### config.mk
export PLATFORM = sky130hd
export DESIGN_NAME = gsim_frame_loader_flat
export DESIGN_NICKNAME = d
export VERILOG_FILES = /design/src/rtl/gsim_pkg.sv /design/src/rtl/gsim_frame_loader_if.sv /design/src/rtl/gsim_row_buffer.sv /design/src/rtl/gsim_frame_loader.sv /design/src/flat_wrapper.sv
export SDC_FILE = /design/constraint.sdc
export NUM_CORES = 2
export LEC_CHECK = 0
export CAP_MARGIN = 5
export CORE_MARGIN = 5
export CORE_UTILIZATION = 45
export CTS_CLUSTER_SIZE = 30
export DETAILED_ROUTE_END_ITERATION = 7
export PLACE_DENSITY = 0.68
export SYNTH_ARGS = -nofsm -noshare
export SYNTH_HDL_FRONTEND = slang
export SYNTH_HIERARCHICAL = 1
export SYNTH_SLANG_ARGS = --single-unit
### constraint.sdc
create_clock -name i_clk -period 4.6 [get_ports i_clk]
set_input_delay 0.92 -clock i_clk [delete_from_list [all_inputs] [get_ports i_clk]]
set_output_delay 0.92 -clock i_clk [all_outputs]
set_load 0.01 [all_outputs]
### src/rtl/gsim_pkg.sv
// Shared widths, bus payload types and issue-state encoding for the GSIM frame loader.
package gsim_pkg;

  localparam int unsigned N_ROWS = 8;
  localparam int unsigned DATA_W = 8;
  localparam int unsigned ROW_W  = N_ROWS * DATA_W;
  localparam int unsigned MAT_W  = N_ROWS * ROW_W;
  localparam int unsigned VEC_W  = N_ROWS * DATA_W;
  localparam int unsigned CNT_W  = $clog2(N_ROWS);

  // Element 0 (row 0 / column 0) sits in the most significant slot of each bus.
  typedef logic [N_ROWS-1:0][ROW_W-1:0]  mat_t;
  typedef logic [N_ROWS-1:0][DATA_W-1:0] vec_t;

  typedef enum logic [1:0] {
    ST_IDLE  = 2'd0,
    ST_ISSUE = 2'd1,
    ST_BUSY  = 2'd2
  } issue_state_e;

  // Element idx of a row, counted from the MSB end.
  function automatic logic [DATA_W-1:0] row_elem(input logic [ROW_W-1:0] row,
                                                 input logic [CNT_W-1:0] idx);
    return DATA_W'(row >> (ROW_W - DATA_W * (32'(idx) + 32'd1)));
  endfunction

endpackage

### src/rtl/gsim_frame_loader_if.sv
// Row stream in, GSIM frame/start/done out: everything the loader exchanges with its neighbours.
interface gsim_frame_loader_if;
  import gsim_pkg::*;

  logic               i_row_valid;
  logic               o_row_ready;
  logic [ROW_W-1:0]   i_row_a;
  logic [DATA_W-1:0]  i_row_b;
  logic               o_valid;
  logic [MAT_W-1:0]   o_a;
  logic [VEC_W-1:0]   o_b;
  logic               i_done;
  logic               o_busy;
  logic               o_diag_err;

  modport slave (
    input  i_row_valid, i_row_a, i_row_b, i_done,
    output o_row_ready, o_valid, o_a, o_b, o_busy, o_diag_err
  );

  modport master (
    output i_row_valid, i_row_a, i_row_b, i_done,
    input  o_row_ready, o_valid, o_a, o_b, o_busy, o_diag_err
  );

endinterface

### src/rtl/gsim_row_buffer.sv
// Shadow frame store: collects 8 rows, screens the diagonal, and flags a complete frame.
module gsim_row_buffer
  import gsim_pkg::*;
(
  input  logic              i_clk,
  input  logic              i_reset,
  input  logic              i_row_valid,
  input  logic [ROW_W-1:0]  i_row_a,
  input  logic [DATA_W-1:0] i_row_b,
  input  logic              i_take,
  output logic              o_row_ready,
  output logic              o_shadow_full,
  output mat_t              o_shadow_a,
  output vec_t              o_shadow_b,
  output logic              o_diag_err
);

  logic [CNT_W-1:0] cnt_q, cnt_d;
  logic             bad_q, bad_d;
  logic             full_q, full_d;
  logic             ready_q, ready_d;
  logic             err_q, err_d;
  mat_t             sa_q, sa_d;
  vec_t             sb_q, sb_d;

  logic             accept_c;
  logic             diag_zero_c;
  logic             last_c;
  logic [CNT_W-1:0] slot_c;

  always_comb begin
    cnt_d   = cnt_q;
    bad_d   = bad_q;
    full_d  = full_q;
    err_d   = 1'b0;
    sa_d    = sa_q;
    sb_d    = sb_q;

    accept_c    = i_row_valid & ready_q;
    diag_zero_c = (row_elem(i_row_a, cnt_q) == '0);
    last_c      = (cnt_q == CNT_W'(N_ROWS - 1));
    slot_c      = CNT_W'(N_ROWS - 1) - cnt_q;

    // Take and accept are mutually exclusive: take needs full, accept needs not-full.
    if (i_take) full_d = 1'b0;

    if (accept_c) begin
      sa_d[slot_c] = i_row_a;
      sb_d[slot_c] = i_row_b;
      if (last_c) begin
        cnt_d = '0;
        bad_d = 1'b0;
        if (bad_q | diag_zero_c) err_d = 1'b1;
        else                     full_d = 1'b1;
      end else begin
        cnt_d = cnt_q + CNT_W'(1);
        bad_d = bad_q | diag_zero_c;
      end
    end

    ready_d = ~full_d;
  end

  always_ff @(posedge i_clk) begin
    if (i_reset) begin
      cnt_q   <= '0;
      bad_q   <= 1'b0;
      full_q  <= 1'b0;
      ready_q <= 1'b0;
      err_q   <= 1'b0;
      sa_q    <= '0;
      sb_q    <= '0;
    end else begin
      cnt_q   <= cnt_d;
      bad_q   <= bad_d;
      full_q  <= full_d;
      ready_q <= ready_d;
      err_q   <= err_d;
      sa_q    <= sa_d;
      sb_q    <= sb_d;
    end
  end

  assign o_row_ready   = ready_q;
  assign o_shadow_full = full_q;
  assign o_shadow_a    = sa_q;
  assign o_shadow_b    = sb_q;
  assign o_diag_err    = err_q;

endmodule

### src/rtl/gsim_frame_loader.sv
// Double-buffered GSIM feeder: shadow buffer fills while the active frame is held for the solver.
module gsim_frame_loader
  import gsim_pkg::*;
(
  input  logic                i_clk,
  input  logic                i_reset,
  gsim_frame_loader_if.slave  bus
);

  logic         shadow_full;
  mat_t         shadow_a;
  vec_t         shadow_b;
  logic         row_ready;
  logic         diag_err;
  logic         take_c;

  issue_state_e state_q, state_d;
  mat_t         active_a_q, active_a_d;
  vec_t         active_b_q, active_b_d;
  logic         valid_q, valid_d;
  logic         busy_q, busy_d;

  gsim_row_buffer u_row_buffer (
    .i_clk         (i_clk),
    .i_reset       (i_reset),
    .i_row_valid   (bus.i_row_valid),
    .i_row_a       (bus.i_row_a),
    .i_row_b       (bus.i_row_b),
    .i_take        (take_c),
    .o_row_ready   (row_ready),
    .o_shadow_full (shadow_full),
    .o_shadow_a    (shadow_a),
    .o_shadow_b    (shadow_b),
    .o_diag_err    (diag_err)
  );

  assign take_c = (state_q == ST_IDLE) & shadow_full;

  // Issue FSM; outputs are registered from the next state so they line up with it.
  always_comb begin
    state_d    = state_q;
    active_a_d = active_a_q;
    active_b_d = active_b_q;

    case (state_q)
      ST_IDLE: begin
        if (shadow_full) begin
          active_a_d = shadow_a;
          active_b_d = shadow_b;
          state_d    = ST_ISSUE;
        end
      end
      ST_ISSUE: state_d = ST_BUSY;
      ST_BUSY:  if (bus.i_done) state_d = ST_IDLE;
      default:  state_d = ST_IDLE;
    endcase

    valid_d = (state_d == ST_ISSUE);
    busy_d  = (state_d != ST_IDLE);
  end

  always_ff @(posedge i_clk) begin
    if (i_reset) begin
      state_q    <= ST_IDLE;
      active_a_q <= '0;
      active_b_q <= '0;
      valid_q    <= 1'b0;
      busy_q     <= 1'b0;
    end else begin
      state_q    <= state_d;
      active_a_q <= active_a_d;
      active_b_q <= active_b_d;
      valid_q    <= valid_d;
      busy_q     <= busy_d;
    end
  end

  assign bus.o_row_ready = row_ready;
  assign bus.o_valid     = valid_q;
  assign bus.o_a         = active_a_q;
  assign bus.o_b         = active_b_q;
  assign bus.o_busy      = busy_q;
  assign bus.o_diag_err  = diag_err;

endmodule

### src/flat_wrapper.sv
// flat-port wrapper written by rule: the top's interface ports become plain ports
module gsim_frame_loader_flat import gsim_pkg::*;
  (i_clk, i_reset, bus_i_row_valid, bus_i_row_a, bus_i_row_b, bus_i_done, bus_o_row_ready, bus_o_valid, bus_o_a, bus_o_b, bus_o_busy, bus_o_diag_err);
  gsim_frame_loader_if bus_i ();
  input  logic i_clk;
  input  logic i_reset;
  input wire logic [$bits(bus_i.i_row_valid)-1:0] bus_i_row_valid;
  input wire logic [$bits(bus_i.i_row_a)-1:0] bus_i_row_a;
  input wire logic [$bits(bus_i.i_row_b)-1:0] bus_i_row_b;
  input wire logic [$bits(bus_i.i_done)-1:0] bus_i_done;
  output wire logic [$bits(bus_i.o_row_ready)-1:0] bus_o_row_ready;
  output wire logic [$bits(bus_i.o_valid)-1:0] bus_o_valid;
  output wire logic [$bits(bus_i.o_a)-1:0] bus_o_a;
  output wire logic [$bits(bus_i.o_b)-1:0] bus_o_b;
  output wire logic [$bits(bus_i.o_busy)-1:0] bus_o_busy;
  output wire logic [$bits(bus_i.o_diag_err)-1:0] bus_o_diag_err;
  assign bus_i.i_row_valid = bus_i_row_valid;
  assign bus_i.i_row_a = bus_i_row_a;
  assign bus_i.i_row_b = bus_i_row_b;
  assign bus_i.i_done = bus_i_done;
  assign bus_o_row_ready = bus_i.o_row_ready;
  assign bus_o_valid = bus_i.o_valid;
  assign bus_o_a = bus_i.o_a;
  assign bus_o_b = bus_i.o_b;
  assign bus_o_busy = bus_i.o_busy;
  assign bus_o_diag_err = bus_i.o_diag_err;
  gsim_frame_loader u_core (.i_clk(i_clk), .i_reset(i_reset), .bus(bus_i));
endmodule
==> impl_metrics.csv <==
group,metric,value,unit
logic_synthesis,synth_top_area_frac,0.506,
logic_synthesis,syn-instance-count,5185,
floorplanning,start_util,0.453,
detailed_routing,wl_met2,70300,µm
floorplanning,dieArea,109000,µm²
global_route,grt_pass1_wl,215000,µm
cts,h-tree-depth,3,
logic_synthesis,synth_most_common_cell,"dfxtp_1",
pwr,max-vdd-ir-drop,294,µV
floorplanning,die_h,330,µm
finish,seq_area,23300,µm²
cts,cts_setup_buffers,0,
detailed_routing,first_pass_iters,6,
floorplanning,num_rows,117,
cts,clk_latency,0.71,ns
setup_path,worstPathArrival,3.76,ns
global_route,grt-ovfl-total,0,
timing,period_share,0.683,
detailed_routing,dr.first_iter.drc_count,2582,
timing,clock_skew,0.0173,ns
setup_path,end_kind,"flop",
finish,fill_cells,8923,
timing,tightest_slew,1.10,ns
detailed_routing,dr_wl_met3,8340,µm
min_path,hp-class,"reg -> reg",
pwr,leakage,0.0181,µW
setup_path,endpoint,"u_core/u_row_buffer/o_diag_err",
finish,drive_gt1_frac,0.0581,
timing,fin_setup_tns,0,ns
logic_synthesis,async_reset_ff_frac,0,
timing,finalSetupViolCount,0,
job,cap_violations,0,
setup_path,r2r-start,"u_core/u_row_buffer/cnt_q[0]",
logic_synthesis,ys_warn_count,6,
setup_path,path_common_cell,"buf_4",
timing,drv_slew,0,
cts,ctsResizeCount,0,
global_route,grt_max_degree,140,
cts,cts_root_buf,"clkbuf_16",
cts,numCtsBuffers,118,
setup_path,crit_required,5.22,ns
logic_synthesis,synthTopCellsByCount,"dfxtp_1, nand2b_1, nand2_1",
logic_synthesis,ys_seq_area_frac,0.506,
cts,cts_tree,"built",
logic_synthesis,synth_cell_types,42,
logic_synthesis,syn_area_per_cell,8.88,µm²
logic_synthesis,synth_area_leaders,"dfxtp_1, nand2b_1, mux2i_1, nand2_1, a21oi_1",
detailed_routing,viasPerCell,5.05,
floorplanning,core_area,102000,µm²
floorplanning,io_pins,656,
setup_path,r2r_end,"u_core/u_row_buffer/o_diag_err",
setup_path,reg2reg_slack,1.50,ns
timing,fin_crit,3.14,ns
cts,path_clk_slew,0.06,ns
setup_path,crit_path_start,"bus_i_row_a[14]",
logic_synthesis,ys_seq_elements,1163,
setup_path,path_class,"in -> reg",
finish,fin_area,57800,µm²
global_route,grt_pass1_vias,33884,
detailed_routing,wl_per_cell,20.7,µm
detailed_routing,drt_wl_total,146000,µm
logic_synthesis,yosysTopAreaCell,"dfxtp_1",
finish,area_growth,25.6,%
setup_path,timing.critical_path.slowest_cell_delay,0.57,ns
setup_path,r2r_cells,8,
timing,hold_viol,0,
placed_design,dpl_worst_slack,0.858,ns
logic_synthesis,synth_fp_nets,5264,
cts,cts_buffer_depth,3,
detailed_routing,drc,0,
detailed_routing,vias,35802,
setup_path,crit_fanout,9,
global_route,antenna_found_initial,3,
logic_synthesis,synth_edf_count,0,
setup_path,crit_path_top_delay_cell,"o41ai_1",
cts,cts.sinks,1163,
finish,fin_nets,5700,
timing,fmax,318,MHz
global_route,grt.total_usage,0.257,
setup_path,path_cells,"clkdlybuf4s50_1 > buf_4 > o41ai_1 > buf_4 > o21ai_0 > o31ai_1 > o21ai_1 > o41ai_2 > nor3b_1",
pwr,power.density,362,nW/µm²
placed_design,finalWeightedCongestion,0.787,
logic_synthesis,ys.flop_type,"dfxtp_1",
setup_path,startpoint_type,"input port",
finish,multi_input_area,21000,µm²
cts,holdBufCountCts,0,
placed_design,detailedPlacementHpwl,93100,µm
placed_design,place_area,53800,µm²
outcome,status,"finished clean",
timing,setup_slack,1.46,ns
detailed_routing,top_layer,"met5",
floorplanning,fp.dieW,330,µm
detailed_routing,wl_met1,63200,µm
timing,relSlewSlack,0.265,
timing,rsz0062_at_grt,"false",
placed_design,numPortBuffers,655,
detailed_routing,postRouteAntennaNets,0,
logic_synthesis,synth_area,46100,µm²
[power breakdown]
part | internal, µW | switching [µW]
Sequential | 10100 | 25.5
Combinational | 322 | 504
Clock | 5880 | 4110
Total | 16300 | 4640
[per-layer routing]
metal / up-vias / global-route usage
li1: 17468 / -
met1: 17103 / 0.341
met2: 1012 / 0.432
met3: 217 / 0.0399
met4: 2 / 0.0802
met5: - / 0
[metrics by stage]
step | power, µW | utilization | instances | hold WS, ns
floorplan | 10900 | - | 5185 | 0.437
CTS | 21100 | 0.569 | 7085 | 0.455
global route | 21600 | 0.569 | 7085 | 0.466
global placement | 11200 | 0.528 | 6869 | 0.441
finish | 21000 | 0.569 | 7086 | 0.453
detailed placement | 11200 | 0.528 | 6869 | 0.447
[cell type report]
class	count	share of cell area
clock buffer	181	0.0628
inverter	2	0.000130
sequential	1163	0.403
antenna	1	0.0000433
clock inverter	35	0.00790
multi-input combinational	3565	0.363
timing repair buffer	771	0.134
tap	1368	0.0296
[how the worst min path moves through the flow]
stage	slack (ns)	from	depth (start not counted)	to
after floorplan	0.44	u_core/u_row_buffer/o_shadow_a[0]	2	u_core/u_row_buffer/o_shadow_a[0]
after global routing	0.47	u_core/u_row_buffer/o_shadow_a[232]	2	u_core/u_row_buffer/o_shadow_a[232]
after CTS	0.45	u_core/u_row_buffer/o_shadow_a[304]	2	u_core/u_row_buffer/o_shadow_a[304]
after detailed placement	0.45	u_core/u_row_buffer/o_shadow_a[304]	2	u_core/u_row_buffer/o_shadow_a[304]
after global placement	0.44	u_core/u_row_buffer/o_shadow_a[481]	2	u_core/u_row_buffer/o_shadow_a[481]
final	0.45	u_core/u_row_buffer/o_shadow_a[393]	2	u_core/u_row_buffer/o_shadow_a[393]
[kinds of logic (layout without fill, tap and decap cells)]
family | after synthesis | count (layout) | share of synthesized area
muxes | 576 | 576 | 0.125
AOI/OAI and AO/OA | 609 | 609 | 0.0674
buffers and inverters | 457 | 989 | 0.0412
DFF | 1163 | 1163 | 0.506
xor gates and xnor gates | 2 | 2 | 0.000543
adders and majority gates | 3 | 3 | 0.000815
and+or+nand+nor | 2375 | 2375 | 0.259
other | 0 | 1 | 0
[critical path, delay by kind of cell]
family	cells	cell delay [ns]
AO/OA/AOI/OAI	5	1.80
buffers and inverters	3	0.82
AND/OR/NAND/NOR	1	0.22
[registers in the layout, indices dropped and copies added (netlist names)]
name	cells
u_core/bus.o_a	512
u_core/bus.o_b	64
u_core/bus.o_busy	1
u_core/bus.o_valid	1
u_core/state_q	2
u_core/u_row_buffer/bad_q	1
u_core/u_row_buffer/cnt_q	3
u_core/u_row_buffer/o_diag_err	1
u_core/u_row_buffer/o_row_ready	1
u_core/u_row_buffer/o_shadow_a	512
u_core/u_row_buffer/o_shadow_b	64
u_core/u_row_buffer/o_shadow_full	1
[layout by cell type (no fill, tap or decap), types with 2 or more instances in the layout]
cell	n
o41ai_1	2
nand2b_1	1157
nand2_1	1156
nor2b_1	2
clkbuf_1	21
buf_4	89
clkinv_2	16
o32ai_1	2
nor2_4	3
clkdlybuf4s50_1	654
nor3_1	16
clkbuf_16	120
buf_12	27
o31ai_1	2
bufinv_16	8
mux2i_1	576
nor2_1	13
o21ai_0	3
nand3_1	3
inv_1	2
clkbuf_8	40
a21oi_1	587
clkinv_4	4
nor4_1	4
inv_6	2
a211oi_1	5
ha_1	3
or3_4	2
inv_16	3
or2_4	3
nor3b_1	3
dfxtp_1	1163
nor3_4	4
(Power assumes the default switching activity.)
